**src/rtl/vending_ctrl_multi.sv**
```systemverilog
// vending_ctrl_multi
//   Multi-slot vending controller. Collects coin credit (refusing coins that
//   would push credit past MAX_CREDIT), arms a sale when the selected slot is
//   affordable and in stock, vends one item and pays the change as a stream
//   of single-cycle hopper pulses, largest coin first.
//
//   Optional feature macro: MULTI_VEND_EN
//     defined   - a vend that leaves credit returns to CREDIT so the balance
//                 can be spent again; change is paid only on i_cancel.
//     undefined - the remainder of every vend is paid out immediately.
//
// Ports
//   clk, reset      clock, asynchronous active-low reset
//   i_coin[2:0]     coin lines (1/5/10 jiao), counted on falling edges
//   i_sel           selected slot
//   i_confirm       buy request
//   i_cancel        abort and refund
//   i_refill        reload all stock counters (IDLE only)
//   o_money         current credit
//   o_price         price of i_sel (0 for an invalid slot)
//   o_ready         sale armed
//   o_goods         one-cycle vend pulse
//   o_slot          slot latched at vend
//   o_sold_out      selected slot empty or invalid
//   o_reject        one-cycle pulse when a coin is refused
//   o_change        refund/change total latched on entering CHANGE
//   o_coin_out[2:0] one-hot hopper pulse (1/5/10 jiao)
//   o_busy          high in VEND, CHANGE, DONE
module vending_ctrl_multi #(
   parameter int MONEY_W    = 6,
   parameter int N_SLOT     = 4,
   parameter int SLOT_W     = 2,
   parameter int STOCK_W    = 4,
   parameter int STOCK_INIT = 5,
   parameter int MAX_CREDIT = 50,
   parameter logic [N_SLOT*MONEY_W-1:0] PRICE_TABLE = {6'd20, 6'd14, 6'd10, 6'd5}
) (
   input  logic              clk,
   input  logic              reset,
   input  logic [2:0]        i_coin,
   input  logic [SLOT_W-1:0] i_sel,
   input  logic              i_confirm,
   input  logic              i_cancel,
   input  logic              i_refill,
   output logic [MONEY_W-1:0] o_money,
   output logic [MONEY_W-1:0] o_price,
   output logic              o_ready,
   output logic              o_goods,
   output logic [SLOT_W-1:0] o_slot,
   output logic              o_sold_out,
   output logic              o_reject,
   output logic [MONEY_W-1:0] o_change,
   output logic [2:0]        o_coin_out,
   output logic              o_busy
);

   // two spare bits: credit (<= MAX_CREDIT) plus up to 16 jiao in one cycle
   localparam int SUM_W = MONEY_W + 2;

   typedef enum logic [2:0] {IDLE, CREDIT, READY, VEND, CHANGE, DONE} state_t;

   state_t                         state;
   logic [MONEY_W-1:0]             money;
   logic [2:0]                     coin_q;
   logic [N_SLOT-1:0][STOCK_W-1:0] stock;
   logic [SLOT_W-1:0]              sel_q;

   logic [2:0]         fall;
   logic [SUM_W-1:0]   coin_sum;
   logic [SUM_W-1:0]   credit_sum;
   logic               coin_en;
   logic               over;
   logic               accept;
   logic               refuse;
   logic [MONEY_W-1:0] money_in;
   logic [MONEY_W-1:0] sel_price;
   logic               sel_empty;
   logic               afford;
   logic [MONEY_W-1:0] vend_price;
   logic [MONEY_W-1:0] vend_rem;
   logic [MONEY_W-1:0] step;
   logic [2:0]         pick;

   // Coin edges are tracked in every state so a coin dropped while busy can
   // never surface later as a stale edge.
   assign fall     = coin_q & ~i_coin;
   assign coin_sum = (fall[0] ? SUM_W'(1)  : '0)
                   + (fall[1] ? SUM_W'(5)  : '0)
                   + (fall[2] ? SUM_W'(10) : '0);
   assign coin_en    = (state == IDLE) || (state == CREDIT) || (state == READY);
   assign credit_sum = SUM_W'(money) + coin_sum;
   // all coins of one cycle are refused together
   assign over     = credit_sum > SUM_W'(MAX_CREDIT);
   assign accept   = coin_en && (coin_sum != '0) && !over;
   assign refuse   = coin_en && over;
   // credit including coins accepted this cycle; used wherever credit is
   // latched on the same edge as a coin could land (cancel)
   assign money_in = accept ? credit_sum[MONEY_W-1:0] : money;

   // Slot decode for the live selection and for the slot being vended.
   always_comb begin
      sel_price  = '0;
      sel_empty  = 1'b1;
      vend_price = '0;
      for (int k = 0; k < N_SLOT; k++) begin
         if (i_sel == SLOT_W'(k)) begin
            sel_price = PRICE_TABLE[k*MONEY_W +: MONEY_W];
            sel_empty = (stock[k] == '0);
         end
         if (sel_q == SLOT_W'(k))
            vend_price = PRICE_TABLE[k*MONEY_W +: MONEY_W];
      end
   end

   assign afford   = (money >= sel_price) && !sel_empty;
   assign vend_rem = (money >= vend_price) ? money - vend_price : '0;

   // Greedy hopper coin choice for the current remaining change.
   always_comb begin
      step = MONEY_W'(1);
      pick = 3'b001;
      if (money >= MONEY_W'(10)) begin
         step = MONEY_W'(10);
         pick = 3'b100;
      end else if (money >= MONEY_W'(5)) begin
         step = MONEY_W'(5);
         pick = 3'b010;
      end
   end

   always_ff @(posedge clk or negedge reset) begin
      if (!reset) begin
         state      <= IDLE;
         money      <= '0;
         coin_q     <= '0;
         stock      <= {N_SLOT{STOCK_W'(STOCK_INIT)}};
         sel_q      <= '0;
         o_goods    <= 1'b0;
         o_slot     <= '0;
         o_reject   <= 1'b0;
         o_change   <= '0;
         o_coin_out <= '0;
      end else begin
         coin_q     <= i_coin;
         o_goods    <= 1'b0;
         o_reject   <= refuse;
         o_coin_out <= '0;
         if (accept)
            money <= money_in;

         case (state)
            IDLE: begin
               if (i_refill)
                  stock <= {N_SLOT{STOCK_W'(STOCK_INIT)}};
               if (money != '0)
                  state <= CREDIT;
            end

            CREDIT: begin
               if (i_cancel) begin
                  o_change <= money_in;
                  state    <= (money_in != '0) ? CHANGE : DONE;
               end else if (afford) begin
                  state <= READY;
               end
            end

            READY: begin
               if (i_cancel) begin
                  o_change <= money_in;
                  state    <= (money_in != '0) ? CHANGE : DONE;
               end else if (i_confirm && afford) begin
                  // the confirm cycle is gated by affordability too, so a
                  // selection switched on that very cycle cannot underflow
                  state   <= VEND;
                  o_goods <= 1'b1;
                  o_slot  <= i_sel;
                  sel_q   <= i_sel;
               end else if (!afford) begin
                  state <= CREDIT;
               end
            end

            VEND: begin
               for (int k = 0; k < N_SLOT; k++)
                  if (sel_q == SLOT_W'(k) && stock[k] != '0)
                     stock[k] <= stock[k] - STOCK_W'(1);
               money <= vend_rem;
               if (vend_rem != '0) begin
`ifdef MULTI_VEND_EN
                  state <= CREDIT;
`else
                  o_change <= vend_rem;
                  state    <= CHANGE;
`endif
               end else begin
                  state <= DONE;
               end
            end

            CHANGE: begin
               o_coin_out <= pick;
               if (money <= step) begin
                  money <= '0;
                  state <= DONE;
               end else begin
                  money <= money - step;
               end
            end

            DONE: begin
               // wait for the front end to go quiet before taking new work
               if (!i_confirm && !i_cancel && i_coin == 3'b000) begin
                  state    <= IDLE;
                  o_change <= '0;
               end
            end

            default: state <= IDLE;
         endcase
      end
   end

   assign o_money    = money;
   assign o_price    = sel_price;
   assign o_sold_out = sel_empty;
   assign o_ready    = (state == READY);
   assign o_busy     = (state == VEND) || (state == CHANGE) || (state == DONE);

endmodule

```
**config.mk**
```make
export PLATFORM = sky130hd
export DESIGN_NAME = vending_ctrl_multi
export DESIGN_NICKNAME = d
export VERILOG_FILES = /design/src/rtl/vending_ctrl_multi.sv
export SDC_FILE = /design/constraint.sdc
export NUM_CORES = 1
export LEC_CHECK = 0
export BUFFER_PORTS_ARGS = -buffer_cell sky130_fd_sc_hd__buf_2
export CORE_ASPECT_RATIO = 1.75
export CORE_MARGIN = 1
export CORE_UTILIZATION = 50
export CTS_BUF_LIST = sky130_fd_sc_hd__clkbuf_8
export CTS_CLUSTER_SIZE = 8
export DETAILED_ROUTE_END_ITERATION = 16
export GPL_TIMING_DRIVEN = 0
export PLACE_DENSITY = 0.72
export SYNTH_ARGS = -nofsm -noshare
export SYNTH_HDL_FRONTEND = slang
export SYNTH_SLANG_ARGS = --single-unit
```
**constraint.sdc**
```tcl
create_clock -name clk -period 9.5 [get_ports clk]
set_input_delay 2.85 -clock clk [delete_from_list [all_inputs] [get_ports clk]]
set_output_delay 2.85 -clock clk [all_outputs]
set_load 0.02 [all_outputs]
```
Yosys cells after proc, flatten, opt, wreduce, memory -nomap -nowiden
Index checks and enable logic that the tools add are counted.
{"block": "totals", "reg_bits": 41, "input_bits": 10}
{"block": "classes", "reduce_logical": 46, "mux": 49, "addsub": 9, "n_bitwise": 3, "eq_ne": 23, "magnitude_cmp": 6}
{"op": "6-bit two-way mux", "n": 12}
{"op": "3-bit two-way mux", "n": 14}
{"op": "16-bit case mux with 2 select lines", "n": 1}
{"op": "4-bit two-way mux", "n": 7}
{"op": "3-bit case mux with 6 select lines", "n": 1}
{"op": "6-bit case mux with 3 select lines", "n": 1}
{"op": "6-bit nonzero test", "n": 3}
{"op": "4-bit logical NOT", "n": 4}
{"op": "16-bit two-way mux", "n": 1}
{"op": "2-bit inequality test, second input constant", "n": 8}
{"op": "4-bit nonzero test", "n": 4}
{"op": "4-bit by 1-bit subtractor with 4-bit output, second input constant", "n": 4}
{"op": "3-bit AND reduction", "n": 5}
{"op": "6-bit >= comparator", "n": 2}
{"op": "6-bit case mux with 2 select lines", "n": 1}
{"op": "6-bit subtractor", "n": 2}
{"op": "1-bit logical AND", "n": 11}
{"op": "1-bit two-way mux", "n": 10}
{"op": "2-bit equality test, second input constant", "n": 4}
{"op": "8-bit nonzero test", "n": 1}
{"op": "6-bit by 5-bit adder with 7-bit output", "n": 1}
{"op": "7-bit by 6-bit greater-than comparator with 1-bit output, second input constant", "n": 1}
{"op": "3-bit by 2-bit equality test with 1-bit output, second input constant", "n": 2}
{"op": "3-bit equality test, second input constant", "n": 2}
{"op": "other kinds (23)", "n": 34}

Logic depth before layout (Yosys ltp)
{"block": "logic_depth", "depth_word": 14, "depth_mapped": 14, "ltp_nobuf": 13}

Least setup slack after synthesis
No wires, ideal clock.
{"block": "synth_path", "path_type": "input to output", "startpoint": "input port i_sel[0]", "endpoint": "output port o_sold_out", "path_slack_ps": 2920, "cell_stages": 5, "arrival_time_ps": 3730, "path_cell_list": "inv_1 > ha_1 > nor2b_1 > a221oi_1 > o31a_1"}
{"block": "synth_between", "elab_chain_len": 5, "elab_cells_between_ends": 8, "classes_between": "eq/ne: 3; mux: 4; reduce/logical: 1"}
{"element": "from (decl)", "line": "41", "text": "input logic [SLOT_W-1:0] i_sel,"}
{"element": "2-bit logical NOT", "line": "106", "text": "if (i_sel == SLOT_W'(k)) begin"}
{"element": "1-bit two-way mux (3 in a row)", "line": "106"}
{"element": "1-bit two-way mux (*)", "line": "106"}
{"element": "to (decl)", "line": "50", "text": "output logic o_sold_out,"}
Mark *: on every way between the ends. The rest lies on a longest branch, timed or not.

Worst setup path in the final report
{"block": "layout_path", "startpoint": "input port i_sel[1]", "endpoint": "output port o_sold_out"}
Same word-level chain as after synthesis.

==> results.json <==
{
  "startpoint_type": "primary input",
  "synth.avg_cell_area_um2": 9.03,
  "ctsHoldBuffers": 0,
  "critPathKind": "primary input to output port",
  "clockBufferDepth": 2,
  "ys_types": 67,
  "first_iter_violations": 182,
  "place_hpwl_mm": 6.68,
  "cts_htree_levels": 2,
  "grt_pass1_wl_mm": 13.6,
  "critical_path_buf_inv_count": 3,
  "num_rows": 38,
  "rr_endpoint": "o_money[0]",
  "hold_start": "stock[5]",
  "route.detailed.drc": 0,
  "die_w_um": 63.0,
  "irDropWorstVdd_uv": 176,
  "setup_tns_ns": 0,
  "via_count": 2865,
  "syn_inst": 361,
  "switching_power_uw": 552,
  "r2r_setup_slack_ns": 5.96,
  "synth_top_flop_cell": "dfrtp_1",
  "io_pins": 38,
  "setup_violations": 0,
  "viasPerCell": 5.91,
  "period_share_pct": 72.4,
  "dr.pass1.iters": 6,
  "antenna_found_initial": 0,
  "fin_nets": 452,
  "hold_depth": 2,
  "critPathMaxStageDelay_ns": 0.27,
  "wire_per_inst_um": 17.3,
  "n_antenna_cell": 0,
  "post_cts_resized": 0,
  "arrival_ns": 4.02,
  "area_growth_pct": 11.1,
  "rr_startpoint": "coin_q[1]",
  "synth_top_area_share_pct": 25.3,
  "reg2reg_depth": 14,
  "grt_pass1_vias": 2950,
  "critPathTopFamily": "compound AO/OA/AOI/OAI gates",
  "numCtsBuffers": 5,
  "clkLatencyLatePin_ns": 0.30,
  "crit_fanout": 4,
  "start_util_pct": 52.3,
  "ys.warnings.count": 0,
  "yosysSeqAreaShare_pct": 31.8,
  "hold_path_class": "register to register",
  "crit_slowest_cell": "a221oi_1",
  "whs_ns": 0.513,
  "maxSlewHeadroom_pct": 38.0,
  "synth_commonest_cells": "35 x ha_1, 35 x nor2_1, 33 x dfrtp_1",
  "rsz0062_at_grt": "no",
  "finalHoldViolCount": 0,
  "synth_nets": 409,
  "seqPwrFrac_pct": 25.2,
  "path_common_cell": "buf_2",
  "grt_start_max_net_pins": 42,
  "swShare_pct": 49.3,
  "clock_skew_ns": 0.0100,
  "slew_viol_final": 0,
  "synth_seq_cells": 41,
  "min_period_ns": 6.87,
  "totalWireLength_mm": 8.37,
  "intPower_uw": 569,
  "tightestPinTransition_ns": 0.930,
  "cts_root_buf": "clkbuf_8",
  "fp.coreArea_um2": 6230,
  "status": "finished, final reports clean",
  "required_ns": 6.65,
  "hold_path_end": "stock[5]",
  "die_area_um2": 6860,
  "die_h_um": 109,
  "globalplace.congestion": 0.906,
  "clkPwrFrac_pct": 10.1,
  "overflow": 0,
  "postLayoutCellArea_um2": 3620,
  "powerDensity_nw_per_um2": 310,
  "path_cells": "buf_2 -> inv_1 -> ha_1 -> nor2b_1 -> a221oi_1 -> o31a_1 -> buf_2",
  "combPwrFrac_pct": 64.8,
  "p_leak_uw": 0.00168,
  "synth-async-reset-ratio_pct": 100,
  "netlist_area_um2": 3260,
  "critPathCaptureType": "output port",
  "dpl_cell_area_um2": 3540,
  "grt_usage_pct": 26.2,
  "fmax_mhz": 145,
  "port_buffers": 36,
  "post_cts_buffers": 0,
  "cts.sinks": 41,
  "ys_top_cells_by_area": "dfrtp_1 25%, ha_1 13%, dfstp_2 6.4%",
  "path_clk_slew_ns": 0.08,
  "drv_cap": 0,
  "yosys.area.top_type": "dfrtp_1",
  "antenna_left": 0,
  "cts_tree": "done",
  "synth_edf_count": 0,
  "drive_gt1_share_pct": 19.0
}
power groups by stage:
stage	Combinational [uW]	Sequential (uW)	Clock, uW
floorplan	511	305	0
global placement	709	282	0
detailed placement	722	285	0
CTS	726	282	114
global route	805	289	123
finish	726	282	113
metal layers:
| layer | track usage (%) | up-vias | share of wire [%] |
|---|---|---|---|
| met5 | 0 | - | 0 |
| met4 | 17.3 | 0 | 5.7 |
| met3 | 3.77 | 30 | 3.9 |
| met2 | 50.8 | 89 | 55 |
| met1 | 25.1 | 1369 | 35 |
| li1 | - | 1377 | - |
layout by cell type (no fill, tap or decap), types with 3 or more instances in the layout:
cell type	instances
o21ai_0	18
and3_1	4
or3b_2	3
xor2_1	5
dfstp_2	8
o31ai_1	6
buf_2	37
buf_4	3
nor2b_1	11
a21o_1	4
clkbuf_1	4
mux2_4	4
clkbuf_8	5
a211oi_1	4
o21ai_1	3
xnor2_1	12
nand2_1	30
nor2_1	35
buf_6	3
nor4_1	3
ha_1	35
nand2b_1	6
mux2i_1	3
dfrtp_1	33
a31oi_1	6
inv_1	29
a21boi_0	3
o211ai_1	5
a21oi_1	17
fa_1	3
o221ai_1	4
nand4_1	7
nor3_1	6
layout make-up:
type                    count  area [um^2]
repair buffers             36          180
well taps                  80          100
fillers                   578         2610
inverters                  28          105
clock buffers               5         68.8
clock inverters             3         13.8
plain buffers              11         76.3
multi-input cells         281         2040
flip-flops and latches     41         1040
flip-flops by register name, indices dropped and copies added, names as in the netlist:
register	count
sel_q	2
stock	16
state	3
o_reject	1
o_coin_out	3
o_change	6
o_money	6
o_goods	1
coin_q	3
stage by stage:
step / total power (uW) / util, % / setup WS (ns) / std cells
6_report: 1120 / 58.2 / 2.63 / 485
5_1_grt: 1220 / 58.2 / 2.52 / 485
4_1_cts: 1120 / 58.2 / 2.58 / 485
3_5_place_dp: 1010 / 56.8 / 2.59 / 477
3_3_place_gp: 990 / 56.8 / 2.64 / 477
2_1_floorplan: 816 / - / 2.92 / 361
logic make-up after synthesis:
group,after synthesis,share of synthesized area [%]
fa+ha+maj,38,15.3
simple gates,122,19.0
mux,7,2.76
compound gates,96,21.0
other cells,1,0.115
xor+xnor,17,4.57
flops,41,31.8
buf+inv,39,5.57
how the worst max path moves through the flow:
stage,from,endpoint,cells past startpoint
6_report,i_sel[1],o_sold_out,7
5_1_grt,i_sel[1],o_sold_out,7
4_1_cts,i_sel[1],o_sold_out,7
3_5_place_dp,i_sel[1],o_sold_out,7
3_3_place_gp,i_sel[1],o_sold_out,7
2_1_floorplan,i_sel[0],o_sold_out,5
worst reg2reg max path: stages, from the launching register on:
cell and delay, ns:
dfrtp_1 0.37, nor2b_2 0.17, ha_1 0.22, ha_1 0.21, xnor2_1 0.21, inv_1 0.08, ha_1 0.34, a211oi_1 0.26
o21ai_1 0.14, a221o_1 0.44, a31oi_4 0.21, buf_4 0.19, nor2_1 0.09, a222oi_1 0.34, o21ai_1 0.14
(Power assumes the default switching activity.)
